==> config.mk <==
export PLATFORM = sky130hd
export DESIGN_NAME = mem_port_arbiter_flat
export DESIGN_NICKNAME = d
export VERILOG_FILES = /design/src/rtl/arb_pkg.sv /design/src/rtl/mem_port_arbiter_if.sv /design/src/rtl/scale_mux.sv /design/src/rtl/mem_port_arbiter.sv /design/src/flat_wrapper.sv
export SDC_FILE = /design/constraint.sdc
export NUM_CORES = 1
export LEC_CHECK = 0
export CAP_MARGIN = 30
export CORE_AREA = 2 2 51 53
export DETAILED_ROUTE_END_ITERATION = 12
export DIE_AREA = 0 0 53 55
export GPL_TIMING_DRIVEN = 0
export PLACE_DENSITY = 0.78
export REMOVE_ABC_BUFFERS = 1
export SLEW_MARGIN = 20
export SYNTH_ARGS = -nofsm -noshare
export SYNTH_HDL_FRONTEND = slang
export SYNTH_SLANG_ARGS = --single-unit
==> constraint.sdc <==
create_clock -name clk -period 1.76 [get_ports clk]
set_input_delay 0.352 -clock clk [delete_from_list [all_inputs] [get_ports clk]]
set_output_delay 0.352 -clock clk [all_outputs]
set_load 0.05 [all_outputs]
==> src/rtl/arb_pkg.sv <==
// Shared types for the memory port arbiter: FSM state encoding and owner tag.
package arb_pkg;

  typedef enum logic [1:0] {
    IDLE    = 2'd0,
    GRANT_A = 2'd1,
    GRANT_B = 2'd2
  } arb_state_t;

  typedef enum logic {
    OWNER_A = 1'b0,
    OWNER_B = 1'b1
  } owner_t;

endpackage

==> src/rtl/mem_port_arbiter_if.sv <==
// Requester and memory-side signals of the shared memory port.
interface mem_port_arbiter_if #(
  parameter int unsigned AW = 8,
  parameter int unsigned DW = 8
);

  logic          req_a;
  logic [AW-1:0] addr_a;
  logic [DW-1:0] wdata_a;
  logic          we_a;
  logic          gnt_a;
  logic          done_a;

  logic          req_b;
  logic [AW-1:0] addr_b;
  logic [DW-1:0] wdata_b;
  logic          we_b;
  logic          gnt_b;
  logic          done_b;

  logic          mem_valid;
  logic [AW-1:0] mem_addr;
  logic [DW-1:0] mem_wdata;
  logic          mem_we;
  logic          mem_ready;
  logic [DW-1:0] mem_rdata;
  logic [DW-1:0] rdata;

  // Arbiter view.
  modport slave (
    input  req_a, addr_a, wdata_a, we_a,
    input  req_b, addr_b, wdata_b, we_b,
    input  mem_ready, mem_rdata,
    output gnt_a, done_a, gnt_b, done_b,
    output mem_valid, mem_addr, mem_wdata, mem_we, rdata
  );

  // Requesters plus memory, as seen from outside the arbiter.
  modport master (
    output req_a, addr_a, wdata_a, we_a,
    output req_b, addr_b, wdata_b, we_b,
    output mem_ready, mem_rdata,
    input  gnt_a, done_a, gnt_b, done_b,
    input  mem_valid, mem_addr, mem_wdata, mem_we, rdata
  );

endinterface

==> src/rtl/scale_mux.sv <==
// Two-way steering mux; sel_a_i picks a_i, otherwise b_i.
module scale_mux #(
  parameter int unsigned WIDTH = 8
) (
  input  logic             sel_a_i,
  input  logic [WIDTH-1:0] a_i,
  input  logic [WIDTH-1:0] b_i,
  output logic [WIDTH-1:0] y_o
);

  assign y_o = sel_a_i ? a_i : b_i;

endmodule

==> src/rtl/mem_port_arbiter.sv <==
// Round-robin arbiter for the shared memory port; holds the grant for a whole
// transaction and hands over without a bubble when the other side is waiting.
module mem_port_arbiter
  import arb_pkg::*;
#(
  parameter int unsigned AW = 8,
  parameter int unsigned DW = 8
) (
  input  logic                 clk,
  input  logic                 rst_,
  mem_port_arbiter_if.slave    bus
);

  arb_state_t    state_q, state_d;
  owner_t        last_q, last_d;

  logic          gnt_a;
  logic          gnt_b;
  logic          mem_valid;
  logic [AW-1:0] mux_addr;
  logic [DW-1:0] mux_wdata;
  logic [0:0]    mux_we;

  // State register; last resets to B so A wins the first tie.
  always_ff @(posedge clk or negedge rst_) begin
    if (!rst_) begin
      state_q <= IDLE;
      last_q  <= OWNER_B;
    end else begin
      state_q <= state_d;
      last_q  <= last_d;
    end
  end

  // Next state; a completing owner's own req is ignored so it must re-arbitrate.
  always_comb begin
    state_d = state_q;
    last_d  = last_q;
    case (state_q)
      IDLE: begin
        if (bus.req_a && bus.req_b) begin
          state_d = (last_q == OWNER_A) ? GRANT_B : GRANT_A;
        end else if (bus.req_a) begin
          state_d = GRANT_A;
        end else if (bus.req_b) begin
          state_d = GRANT_B;
        end
      end
      GRANT_A: begin
        if (bus.mem_ready) begin
          last_d  = OWNER_A;
          state_d = bus.req_b ? GRANT_B : IDLE;
        end
      end
      GRANT_B: begin
        if (bus.mem_ready) begin
          last_d  = OWNER_B;
          state_d = bus.req_a ? GRANT_A : IDLE;
        end
      end
      default: state_d = IDLE;
    endcase
  end

  // Grants decode straight from state so reset drops them immediately.
  always_comb begin
    gnt_a = 1'b0;
    gnt_b = 1'b0;
    case (state_q)
      GRANT_A: gnt_a = 1'b1;
      GRANT_B: gnt_b = 1'b1;
      default: ;
    endcase
  end

  assign mem_valid = gnt_a | gnt_b;

  scale_mux #(.WIDTH(AW)) u_addr_mux (
    .sel_a_i (gnt_a),
    .a_i     (bus.addr_a),
    .b_i     (bus.addr_b),
    .y_o     (mux_addr)
  );

  scale_mux #(.WIDTH(DW)) u_wdata_mux (
    .sel_a_i (gnt_a),
    .a_i     (bus.wdata_a),
    .b_i     (bus.wdata_b),
    .y_o     (mux_wdata)
  );

  scale_mux #(.WIDTH(1)) u_we_mux (
    .sel_a_i (gnt_a),
    .a_i     (bus.we_a),
    .b_i     (bus.we_b),
    .y_o     (mux_we)
  );

  assign bus.gnt_a     = gnt_a;
  assign bus.gnt_b     = gnt_b;
  assign bus.done_a    = gnt_a & bus.mem_ready;
  assign bus.done_b    = gnt_b & bus.mem_ready;
  assign bus.mem_valid = mem_valid;
  assign bus.mem_addr  = mux_addr;
  assign bus.mem_wdata = mux_wdata;
  assign bus.mem_we    = mux_we[0] & mem_valid;
  assign bus.rdata     = bus.mem_rdata;

endmodule

==> src/flat_wrapper.sv <==
// flat-port wrapper written by rule: the top's interface ports become plain ports
module mem_port_arbiter_flat import arb_pkg::*;
#(
  parameter int unsigned AW = 8,
  parameter int unsigned DW = 8
)
  (clk, rst_, bus_req_a, bus_addr_a, bus_wdata_a, bus_we_a, bus_req_b, bus_addr_b, bus_wdata_b, bus_we_b, bus_mem_ready, bus_mem_rdata, bus_gnt_a, bus_done_a, bus_gnt_b, bus_done_b, bus_mem_valid, bus_mem_addr, bus_mem_wdata, bus_mem_we, bus_rdata);
  mem_port_arbiter_if #(.AW(AW), .DW(DW)) bus_i ();
  input  logic clk;
  input  logic rst_;
  input wire logic [$bits(bus_i.req_a)-1:0] bus_req_a;
  input wire logic [$bits(bus_i.addr_a)-1:0] bus_addr_a;
  input wire logic [$bits(bus_i.wdata_a)-1:0] bus_wdata_a;
  input wire logic [$bits(bus_i.we_a)-1:0] bus_we_a;
  input wire logic [$bits(bus_i.req_b)-1:0] bus_req_b;
  input wire logic [$bits(bus_i.addr_b)-1:0] bus_addr_b;
  input wire logic [$bits(bus_i.wdata_b)-1:0] bus_wdata_b;
  input wire logic [$bits(bus_i.we_b)-1:0] bus_we_b;
  input wire logic [$bits(bus_i.mem_ready)-1:0] bus_mem_ready;
  input wire logic [$bits(bus_i.mem_rdata)-1:0] bus_mem_rdata;
  output wire logic [$bits(bus_i.gnt_a)-1:0] bus_gnt_a;
  output wire logic [$bits(bus_i.done_a)-1:0] bus_done_a;
  output wire logic [$bits(bus_i.gnt_b)-1:0] bus_gnt_b;
  output wire logic [$bits(bus_i.done_b)-1:0] bus_done_b;
  output wire logic [$bits(bus_i.mem_valid)-1:0] bus_mem_valid;
  output wire logic [$bits(bus_i.mem_addr)-1:0] bus_mem_addr;
  output wire logic [$bits(bus_i.mem_wdata)-1:0] bus_mem_wdata;
  output wire logic [$bits(bus_i.mem_we)-1:0] bus_mem_we;
  output wire logic [$bits(bus_i.rdata)-1:0] bus_rdata;
  assign bus_i.req_a = bus_req_a;
  assign bus_i.addr_a = bus_addr_a;
  assign bus_i.wdata_a = bus_wdata_a;
  assign bus_i.we_a = bus_we_a;
  assign bus_i.req_b = bus_req_b;
  assign bus_i.addr_b = bus_addr_b;
  assign bus_i.wdata_b = bus_wdata_b;
  assign bus_i.we_b = bus_we_b;
  assign bus_i.mem_ready = bus_mem_ready;
  assign bus_i.mem_rdata = bus_mem_rdata;
  assign bus_gnt_a = bus_i.gnt_a;
  assign bus_done_a = bus_i.done_a;
  assign bus_gnt_b = bus_i.gnt_b;
  assign bus_done_b = bus_i.done_b;
  assign bus_mem_valid = bus_i.mem_valid;
  assign bus_mem_addr = bus_i.mem_addr;
  assign bus_mem_wdata = bus_i.mem_wdata;
  assign bus_mem_we = bus_i.mem_we;
  assign bus_rdata = bus_i.rdata;
  mem_port_arbiter #(.AW(AW), .DW(DW)) u_core (.clk(clk), .rst_(rst_), .bus(bus_i));
endmodule
* Word level (Yosys, flattened, before mapping)
Cells that the tools add are included.
** Storage, ports and cells
- Bits in registers :: 3
- Bits in latches :: 0
- Memory bits (writable) :: 0
- Bits in read-only memories :: 0
- Bits of input ports :: 47
- Output and inout port bits :: 30
- Memories kept :: 0
** Operators by class
- Add/subtract/negate cells :: 0
- Multiply operators :: 0
- Divide/modulo/power cells :: 0
- Order comparisons :: 0
- Equality and inequality tests :: 5
- Shift-type cells :: 0
- Muxes and demuxes :: 17
- Bitwise gates (word level) :: 4
- Reductions and logical operators :: 5
** Operators with widths (number)
- 8-bit 2-to-1 mux :: 2
- 2-bit 2-to-1 mux :: 7
- 1-bit 2-to-1 mux :: 6
- 2-bit one-hot mux with 3 select lines :: 1
- 3-bit AND reduction :: 2
- 2-bit inequality test (second input constant) :: 2
- 4-bit by 3-bit inequality test with 1-bit output (second input constant) :: 1
- 1-bit AND :: 3
- 2-bit by 1-bit == test with 1-bit output (second input constant) :: 1
- 2-bit == test (second input constant) :: 1
- 2-bit zero test :: 1
- 1-bit one-hot mux with 2 select lines :: 1
- 2-bit nonzero test :: 1
- 1-bit logical AND :: 1
- 1-bit bitwise OR :: 1

* Depth between registers and ports, before layout
- Depth after elaboration :: 4
- Mapped depth :: 6

* Cells and area by module
Synthesis repeated with hierarchy kept, for this count alone.
** Unflattened totals
- Cell total of the unflattened synthesis :: 55
- Area total of the unflattened synthesis :: 614.3 um2
** Modules (own cells, without submodules)
- mem_port_arbiter :: times used 1, cells each 36, area each 336.6 um2, seq. area each 76.3 um2
- scale_mux (u_core.u_addr_mux ...) :: times used 2, cells each 9, area each 131.4 um2, seq. area each 0.0 um2
- scale_mux (u_core.u_we_mux) :: times used 1, cells each 1, area each 15.0 um2, seq. area each 0.0 um2

* Worst setup path after synthesis
Ideal clock, no wire load.
- Path type :: register to output
- From :: register u_core.state_q[1]
- To :: output bus_mem_we
- Arrival :: 2.047 ns
- Data required time :: 1.408 ns
- Path slack :: -0.639 ns
- Stages on the path, launching flop included :: 6
- Path buffers :: 1
- Path through :: dfrtp_1 -> inv_1 -> ha_1 -> buf_2 -> mux2i_1 -> nor2b_1
** On the way
- Longest elaborated chain between the ends :: 4
- Elaborated cells on any way between the ends :: 7
- Those cells by class :: eq/ne (2); mux (3); bitwise (2)
** Ends and longest elaborated chain
- start, declared :: line mem_port_arbiter.sv:14 : arb_state_t state_q, state_d;
- start signal, assigned :: line mem_port_arbiter.sv:30 : state_q <= state_d;
- 2-bit by 1-bit == test with 1-bit output (*) :: line mem_port_arbiter.sv:69 : case (state_q)
- 1-bit 2-to-1 mux (*) :: line mem_port_arbiter.sv:69
- named net bus_gnt_a :: line flat_wrapper.sv:21 : output wire logic [$bits(bus_i.gnt_a)-1:0] bus_gnt_a;
- 1-bit 2-to-1 mux / 1-bit bitwise OR (equally long branches) :: line scale_mux.sv:11, mem_port_arbiter.sv:76
- 1-bit AND (*) :: line mem_port_arbiter.sv:106 : assign bus.mem_we = mux_we[0] & mem_valid;
- end, declared :: line flat_wrapper.sv:28 : output wire logic [$bits(bus_i.mem_we)-1:0] bus_mem_we;
The timed path passes the listed nets; every way through them passes the cells marked *.

* Worst setup path in the final report
- From :: register u_core.state_q[1]
- To :: output bus_mem_addr[0]
** On the way
- Longest elaborated chain between the ends :: 3
** Ends and longest elaborated chain
- 2-bit by 1-bit == test with 1-bit output :: line mem_port_arbiter.sv:69
- 1-bit 2-to-1 mux :: line mem_port_arbiter.sv:69
- 8-bit 2-to-1 mux :: line scale_mux.sv:11 : assign y_o = sel_a_i ? a_i : b_i;
- end, declared :: line flat_wrapper.sv:26 : output wire logic [$bits(bus_i.mem_addr)-1:0] bus_mem_addr;
No other way between the ends.

==> reports/metrics.yaml <==
synth:
  syn_inst: 55
  yosysSeqAreaShare: 0.141
  ys_warn_count: 0
  synth_seq_cells: 3
  synth.area.top_cells: "mux2_2 33%, buf_4 12%, ha_1 12%"
  synth_top_area_frac: 0.332
  ys_top_cells_by_count: "16 x mux2_2, 9 x buf_4, 5 x ha_1"
  synth.most_common_cell: "mux2_2"
  yosysTopAreaCell: "mux2_2"
  syn_area_um2: 543
  syn_avg_cell_area_um2: 9.87
  async_reset_ff_frac: 1.00
  synth_edf_count: 0
  synthFlopType: "dfrtp_1"
  ys_types: 22
die:
  fp-row-count: 18
  ioPinCount: 77
  initial_core_util: 0.230
  core_mm2: 0.00236
  fp.dieW_um: 53
  dieArea_mm2: 0.00292
  die_h_um: 55
layout:
  multi_input_area_um2: 458
  nets: 171
  regArea_um2: 77.6
  fillers: 207
  areaGrowthSynthToFinish_pct: 154
  diodes: 0
  drive_gt1_frac: 0.508
  final_util: 0.583
  design_area_mm2: 0.00138
cts:
  worstSkewPairLatency_ns: 0.24
  path_clk_slew_ns: 0.04
  clock_sinks: 3
  htreeDepth: 1
  ctsLongestPathBuffers: 2
  cts_tree: "yes"
  cts-buffers-inserted: 3
  ctsRootBufferMaster: "clkbuf_4"
sta:
  post-route-period-util: 1.11
  worstMarginPinSlew_ns: 0.255
  whs_ns: 0.289
  setup_ws_ns: -0.190
  rsz0062_at_grt: "yes"
  fin_crit_ns: 1.95
  finClkSkew_ns: 0.00663
  max-slew-margin-rel: 0.829
  setup_viol: 18
  fmax_mhz: 513
  hold_viol: 0
  finalSetupTns_ns: -2.58
  slew_violations: 0
grt:
  grt_max_degree: 6
  grt_pass1_wl_um: 3450
  grt_use_total: 0.169
  globalRoute.totalOverflow: 0
  antenna_found_initial: 0
  grt_pass1_vias: 770
worst_setup_path:
  critPathRequiredTime_ns: 1.41
  crit_buf_inv: 4
  cpLargestDelayFamily: "buffers and inverters"
  r2r-end: "u_core.state_q[1]"
  slowest_stage: "dfrtp_1"
  start_kind: "flip-flop"
  arrival_ns: 1.60
  reg2reg_slack_ns: 0.10
  critical_path.startpoint: "u_core.state_q[1]"
  crit_cells: 6
  setup.worst_path.end: "bus_mem_addr[0]"
  r2r_cells: 5
  crit_path_end_kind: "primary output"
  cp_common_cell: "buf_8"
  path_max_fanout: 5
  cp_cell_sequence: "inv_2, ha_4, buf_6, buf_8, mux2_4, buf_8"
  r2r-start: "u_core.state_q[0]"
  crit_type: "flip-flop to primary output"
  crit_path_max_incr_delay_ns: 0.40
drt:
  wl_um: 2310
  via_per_inst: 4.49
  drc: 0
  wl_per_cell_um: 15.6
  dr_total_vias: 665
  ant_nets: 0
  drt_iter0_drc: 3
  drt-pass1-iter-count: 4
hold_path:
  hold_class: "input pin to async pin"
run_status:
  outcome: "finished, violations left"
  violations: "negative setup slack"
pwr:
  vdd_drop_max_v: 0.000962
  p_leak_nw: 0.629
  p_per_area_mw_per_mm2: 1450
placed_design:
  placedInstanceArea_mm2: 0.00111
  place.gp.congestion: 0.662
  hpwl_um: 1500
  placement.io_buffers: 60
job:
  cap_violations: 0
-- routing by layer --
metal	global-route usage	vias to the layer above	wire, µm
li1	-	309	-
met1	0.176	289	846
met2	0.292	63	1130
met3	0.0806	4	295
met4	0.0769	0	43
met5	0	-	0
-- how the worst min path moves through the flow --
stage / start / end
3_5_place_dp: u_core.last_q / u_core.last_q
6_report: rst_ / u_core.state_q[0]
2_1_floorplan: rst_ / u_core.state_q[0]
4_1_cts: rst_ / u_core.state_q[0]
3_3_place_gp: u_core.last_q / u_core.last_q
5_1_grt: rst_ / u_core.state_q[0]
-- timing repair --
action / 4_1_cts / 5_1_grt
buffers inserted: 6 / 4
hold buffers: 0 / 0
gates resized for setup: 184 / 9
pin swaps: 1 / 1
cloned: 1 / 0
endpoints found under the setup margin: 23 / 20
-- worst register-to-register path, cell delays in order, from the launching register on --
cell     delay, ns
dfrtp_2       0.44
buf_4         0.15
ha_1          0.20
o21ba_1       0.19
or2_4         0.26
mux2_4        0.29
-- flip-flops by register name, indices dropped and copies added (netlist names) --
signal	count
u_core.last_q	1
u_core.state_q	2
-- final cells by class --
type	instances	share of cell area
Timing Repair Buffer	69	0.557
Clock buffer	4	0.0191
Tap cell	30	0.0272
Multi-Input combinational cell	39	0.332
Inverter	3	0.00817
Sequential cell	3	0.0563
-- layout by cell type, fill, tap and decap left out --
| master | netlist | routed |
|---|---|---|
| clkdlybuf4s50_1 | 0 | 38 |
| buf_8 | 0 | 18 |
| mux2_4 | 1 | 17 |
| buf_4 | 9 | 5 |
| buf_6 | 0 | 4 |
| ha_1 | 5 | 3 |
| clkbuf_4 | 0 | 3 |
| buf_2 | 1 | 3 |
| inv_1 | 3 | 2 |
| and2_2 | 2 | 2 |
| nand2_1 | 2 | 2 |
| nand2b_1 | 2 | 2 |
| inv_2 | 0 | 1 |
| mux2i_1 | 1 | 1 |
| nor2b_1 | 1 | 1 |
| nand3b_1 | 1 | 1 |
| a31oi_1 | 1 | 1 |
| o21ba_1 | 1 | 1 |
| nor3b_1 | 1 | 1 |
| or2_4 | 1 | 1 |
| a21o_1 | 1 | 1 |
| a21oi_1 | 1 | 1 |
| o21ai_0 | 1 | 1 |
| o41ai_2 | 1 | 1 |
| ha_2 | 0 | 1 |
| ha_4 | 0 | 1 |
| clkbuf_1 | 0 | 1 |
| buf_12 | 0 | 1 |
| dfstp_2 | 1 | 1 |
| dfrtp_2 | 0 | 1 |
| dfrtp_1 | 2 | 1 |
-- metrics by stage --
step | total power [mW] | setup slack, ns | cells
finish | 2.00 | -0.190 | 148
global route | 2.09 | -0.240 | 148
CTS | 1.99 | -0.193 | 146
detailed placement | 1.48 | -0.987 | 135
global placement | 1.46 | -0.966 | 135
floorplan | 1.06 | -0.847 | 45
-- report_power, final --
part,switching (mW),internal (mW)
logic,0.909,0.815
clock network,0.0419,0.0854
registers,0.0376,0.111
total,0.989,1.01
-- cells by family (layout without fill, tap and decap cells) --
| family | Yosys count | count (layout) | share of synthesized area |
|---|---|---|---|
| buffers and inverters | 13 | 76 | 0.154 |
| multiplexers | 18 | 18 | 0.378 |
| adder cells (fa/ha/maj) | 5 | 5 | 0.115 |
| flip-flops | 3 | 3 | 0.141 |
| AND/OR/NAND/NOR | 10 | 10 | 0.120 |
| AO/OA/AOI/OAI | 6 | 6 | 0.0922 |
Power figures use the tool's default switching activity.
